$ cat config.mk
export PLATFORM = sky130hd
export DESIGN_NAME = eager_fork
export DESIGN_NICKNAME = d
export VERILOG_FILES = /design/src/rtl/eager_fork.sv
export SDC_FILE = /design/constraint.sdc
export NUM_CORES = 1
export LEC_CHECK = 0
export ABC_AREA = 1
export BUFFER_PORTS_ARGS = -buffer_cell sky130_fd_sc_hd__buf_2
export CORE_MARGIN = 3
export CORE_UTILIZATION = 28
export CTS_CLUSTER_SIZE = 28
export DETAILED_ROUTE_END_ITERATION = 7
export GPL_ROUTABILITY_DRIVEN = 0
export PLACE_DENSITY = 0.85
export SLEW_MARGIN = 20
export SYNTH_ARGS = -nofsm -noshare
export SYNTH_HDL_FRONTEND = slang
export SYNTH_SLANG_ARGS = --single-unit
$ cat constraint.sdc
create_clock -name clk_i -period 1.8 [get_ports clk_i]
set_input_delay 0.18 -clock clk_i [delete_from_list [all_inputs] [get_ports clk_i]]
set_output_delay 0.18 -clock clk_i [all_outputs]
set_load 0.02 [all_outputs]
$ cat src/rtl/eager_fork.sv
`default_nettype none
// ============================================================================
// Module      : eager_fork
// Description : Splits one valid/ready token stream into NUM_OUTPUTS branches.
//               Eager mode lets each branch accept on its own. Lazy mode hands
//               the token over only when every enabled branch is ready at once.
// Revision    : 1.0 - initial release
// ============================================================================
module eager_fork #(
    parameter int NUM_OUTPUTS = 2,
    parameter int DATA_WIDTH  = 32
) (
    input  logic                   clk_i,
    input  logic                   rst_ni,
    input  logic [NUM_OUTPUTS-1:0] fork_mask_i,
    input  logic                   eager_en_i,
    input  logic [DATA_WIDTH-1:0]  data_i,
    input  logic                   valid_i,
    output logic                   ready_o,
    output logic [DATA_WIDTH-1:0]  data_o,
    output logic [NUM_OUTPUTS-1:0] valids_o,
    input  logic [NUM_OUTPUTS-1:0] readys_i,
    output logic [NUM_OUTPUTS-1:0] sent_o
);

    logic [NUM_OUTPUTS-1:0] r_sent_q;
    logic [NUM_OUTPUTS-1:0] w_lazy_ok;
    logic [NUM_OUTPUTS-1:0] w_eager_ok;
    logic [NUM_OUTPUTS-1:0] w_lazy_valids;
    logic [NUM_OUTPUTS-1:0] w_eager_valids;
    logic [NUM_OUTPUTS-1:0] w_valids;
    logic                   w_ready;

    // A branch does not block the token if it is disabled, already served or ready now
    assign w_lazy_ok      = ~fork_mask_i | readys_i;
    assign w_eager_ok     = ~fork_mask_i | r_sent_q | readys_i;
    assign w_eager_valids = {NUM_OUTPUTS{valid_i}} & fork_mask_i & ~r_sent_q;

    generate
        for (genvar i = 0; i < NUM_OUTPUTS; i++) begin : g_lazy_valid
            // Own bit forced high so valids_o[i] never looks at readys_i[i]
            localparam logic [NUM_OUTPUTS-1:0] c_self_bit = NUM_OUTPUTS'(1) << i;
            assign w_lazy_valids[i] = valid_i & fork_mask_i[i] & (&(w_lazy_ok | c_self_bit));
        end
    endgenerate

    assign w_valids = eager_en_i ? w_eager_valids : w_lazy_valids;
    assign w_ready  = eager_en_i ? (&w_eager_ok) : (&w_lazy_ok);

    always_ff @(posedge clk_i or negedge rst_ni) begin
        if (!rst_ni) begin
            r_sent_q <= '0;
        end else if (!eager_en_i) begin
            r_sent_q <= '0;
        end else if (valid_i) begin
            if (w_ready) begin
                r_sent_q <= '0;
            end else begin
                r_sent_q <= r_sent_q | (w_valids & readys_i);
            end
        end
    end

    assign data_o   = data_i;
    assign valids_o = w_valids;
    assign ready_o  = w_ready;
    assign sent_o   = r_sent_q;

endmodule
`default_nettype wire

After elaboration in Yosys (flattened, before gate mapping)

Index checks and enable logic that the tools add are counted.
Widths: inputs -> output; s select.

Word-level logic and storage cells: 22
Register bits: 2
Bits of input ports: 40
Output and inout port bits: 37

Reductions and logical operators: 2
Bitwise logic cells: 13
Muxes and demuxes: 5
Equal/unequal tests: 1

Operators by type and width:

| operator           | count |
|---|---|
| $mux 2             | 4 |
| $or 2x2->2         | 4 |
| $and 2x2->2        | 3 |
| $and 1x1->1        | 4 |
| $not 2->2          | 2 |
| $reduce_and 2->1   | 2 |
| $ne 2x1->1 const B | 1 |
| $mux 1             | 1 |

Depth between registers and ports, before layout

Depth after elaboration: 9
Mapped depth: 7

Worst setup path after synthesis

No wires, ideal clock.

Path type: register to output
From: register r_sent_q[0] (netlist: sent_o[0])
To: output valids_o[0]
Buffers on the path: 0
Cell stages (with the launch flop): 5
Arrival: 0.891 ns
Setup slack: 0.729 ns
Path through: dfrtp_1 > nand2_1 > inv_1 > nor2_2 > and2_1

Longest elaborated chain between the ends: 3

RTL lines:

| element                  | line | source |
|---|---|---|
| start: declaration       | 26   | `logic [NUM_OUTPUTS-1:0] r_sent_q;` |
| start signal: assignment | 59   | `r_sent_q <= r_sent_q \| (w_valids & readys_i);` |
| $not 2->2                | 37   | `assign w_eager_valids = {NUM_OUTPUTS{valid_i}} & fork_mask_i & ~r_sent_q;` |
| $and 2x2->2              | 37   |  |
| $mux 2                   | 47   | `assign w_valids = eager_en_i ? w_eager_valids : w_lazy_valids;` |
| end: declaration         | 21   | `output logic [NUM_OUTPUTS-1:0] valids_o,` |

No other way between the ends.

Worst setup path after layout

From: register r_sent_q[1] (netlist: sent_o[1])
To: output valids_o[1]

The elaborated chain is that of the path after synthesis.

==> results.py <==
metrics = {
    "clocking": {
        "cts_max_level": 1,
        "clock_path_buffers": 2,
        "cts.sinks": 2,
        "cts_root_buffer": "clkbuf_4",
        "cts_tree": "yes",
        "clk_latency_ns": 0.22,
        "path_clk_slew_ns": 0.03,
        "cts_buffers": 3,
    },
    "route": {
        "routedWlPerCell_um": 11.3,
        "drt_iter0_markers": 4,
        "wl_um": 720,
        "first_pass_iters": 2,
        "post_drt_via_cell_ratio": 4.09,
        "vias": 262,
        "drc_errors": 0,
        "ant_nets": 0,
    },
    "sta": {
        "period_share_pct": 70.4,
        "fin_skew_ns": 0.00303,
        "hold_viol": 0,
        "slew_headroom_pct": 92.9,
        "max_freq_ghz": 0.789,
        "period_minus_slack_ns": 1.27,
        "finalSetupViolations": 0,
        "finalMaxSlewViolations": 0,
        "setup_tns_ns": 0,
        "worstMarginPinSlew_ns": 0.106,
        "rsz0062_at_grt": "no",
    },
    "worst_setup_path": {
        "r2r-start": "sent_o[1]",
        "critical_path_class": "flip-flop to primary output",
        "path_cells": "nand2_1 > inv_1 > nor2_2 > and2_2 > buf_2",
        "worst-path-max-fanout": 3,
        "crit_family": "flip-flops",
        "rrSetupSlack_ns": 0.89,
        "ff2ff_path_depth": 7,
        "crit_slowest_cell": "dfrtp_1",
        "cp-start-kind": "flip-flop",
        "slowest_delay_ns": 0.37,
        "critical_path_required_ns": 1.62,
        "crit_path_end_kind": "primary output",
        "path_depth": 5,
        "r2r-end": "sent_o[1]",
        "cp_num_buf_inv": 2,
        "crit_arrival_ns": 1.09,
    },
    "global_routing": {
        "gr-total-overflow": 0,
        "antenna_found_initial": 0,
        "grt_pass1_vias": 254,
        "grt.total_usage_pct": 7.80,
        "grt_max_degree": 5,
        "grt_pass1_wl_um": 1070,
    },
    "min_path": {
        "hold_end": "sent_o[0]",
        "hold_class": "input pin to flip-flop",
        "hold_path_depth": 3,
        "min_from": "eager_en_i",
    },
    "final_layout": {
        "diodes": 0,
        "fin_util_pct": 22.0,
        "area_growth_pct": -30.0,
        "final_nets": 91,
        "largest_reg_flops": 2,
        "drive_above_1_share_pct": 38.8,
    },
    "placement": {
        "hpwl_um": 624,
        "io_buffer_count": 12,
    },
    "synth": {
        "syn-instance-count": 65,
        "syn-num-nets": 105,
        "ys_ff_latch": 2,
        "syn_area_um2": 429,
        "synth_area_per_cell_um2": 6.60,
        "yosysSeqAreaShare_pct": 11.7,
        "synth_cell_type_count": 9,
        "synth_warnings": 0,
    },
    "floorplan": {
        "die_h_um": 45.2,
        "num_rows": 13,
        "boundaryPins": 77,
        "core_mm2": 0.00137,
        "start_util_pct": 31.4,
        "die_w_um": 45.2,
        "dieArea_mm2": 0.00204,
    },
    "run": {
        "maxCapViolCount": 0,
    },
    "status": {
        "outcome": "finished, final reports clean",
    },
    "pwr": {
        "ir_worst_vdd_mv": 0.215,
        "p_per_area_mw_per_mm2": 641,
        "power_uw": 192,
        "leakage_nw": 0.193,
    },
}
## worst min-delay path: stages
cell     delay, ns
buf_2         0.12
nand2_1       0.10
nor2_2        0.05
## synthesized netlist by cell type (all sizes together)
library cell  count  area (um2)
nand2             8        30.0
nor2              4        22.5
inv              10        37.5
buf              32         240
nand3             7        35.0
and2              2        13.8
dfrtp             2        50.1
## kinds of logic after synthesis
kind of cell	Yosys count	synth area share [%]
buffers and inverters	42	64.7
flip-flops	2	11.7
AND/OR/NAND/NOR	21	23.6
## power breakdown
| group | switching [mW] | internal (mW) |
|---|---|---|
| sequential | 0.00105 | 0.0469 |
| clock | 0.0228 | 0.0733 |
| combinational | 0.0283 | 0.0200 |
| total | 0.0521 | 0.140 |
## per-layer routing
layer | track usage (%) | routed length [um]
met5 | 0 | 0
met4 | 12.3 | 40
met3 | 6.37 | 178
met2 | 8.76 | 294
met1 | 6.67 | 206
## what timing repair did
| action | CTS | global route |
|---|---|---|
| buffers inserted | 0 | 0 |
| hold buffers | 1 | 0 |
| hold endpoints to repair | 2 | 0 |
| resized for setup | 0 | 0 |
## cells in the final DEF, fill, tap and decap left out
| master | Yosys | routed |
|---|---|---|
| nor2_2 | 3 | 3 |
| nand2_1 | 8 | 8 |
| nor2_1 | 1 | 1 |
| and2_2 | 1 | 1 |
| dfrtp_1 | 2 | 2 |
| and2_1 | 1 | 1 |
| clkbuf_4 | 0 | 3 |
| buf_2 | 0 | 12 |
| nand3_1 | 7 | 7 |
| dlygate4sd3_1 | 0 | 1 |
| inv_1 | 10 | 10 |
## per-stage QoR
| step | instance area (um2) | setup WS [ns] | hold slack (ns) | std cells |
|---|---|---|---|---|
| 2_1_floorplan | 429 | 0.729 | -0.116 | 65 |
| 3_3_place_gp | 268 | 0.775 | -0.0339 | 60 |
| 3_5_place_dp | 268 | 0.749 | -0.0285 | 60 |
| 4_1_cts | 300 | 0.514 | 0.263 | 64 |
| 5_1_grt | 300 | 0.435 | 0.274 | 64 |
| 6_report | 300 | 0.532 | 0.263 | 64 |
## final cells by class
cell class | count | area, um2
repair buffers | 13 | 70.1
well taps | 15 | 18.8
flip-flops and latches | 2 | 50.0
inverters | 10 | 37.5
fillers | 171 | 1070
multi-input cells | 21 | 101
clock buffers | 3 | 22.5
## how the worst max path moves through the flow
stage / startpoint / endpoint / slack, ns
floorplan: sent_o[0] / valids_o[0] / 0.73
global placement: sent_o[0] / valids_o[0] / 0.78
detailed placement: sent_o[1] / valids_o[1] / 0.75
CTS: sent_o[1] / valids_o[1] / 0.51
global route: sent_o[1] / valids_o[1] / 0.44
finish: sent_o[1] / valids_o[1] / 0.53
(Power assumes the default switching activity.)
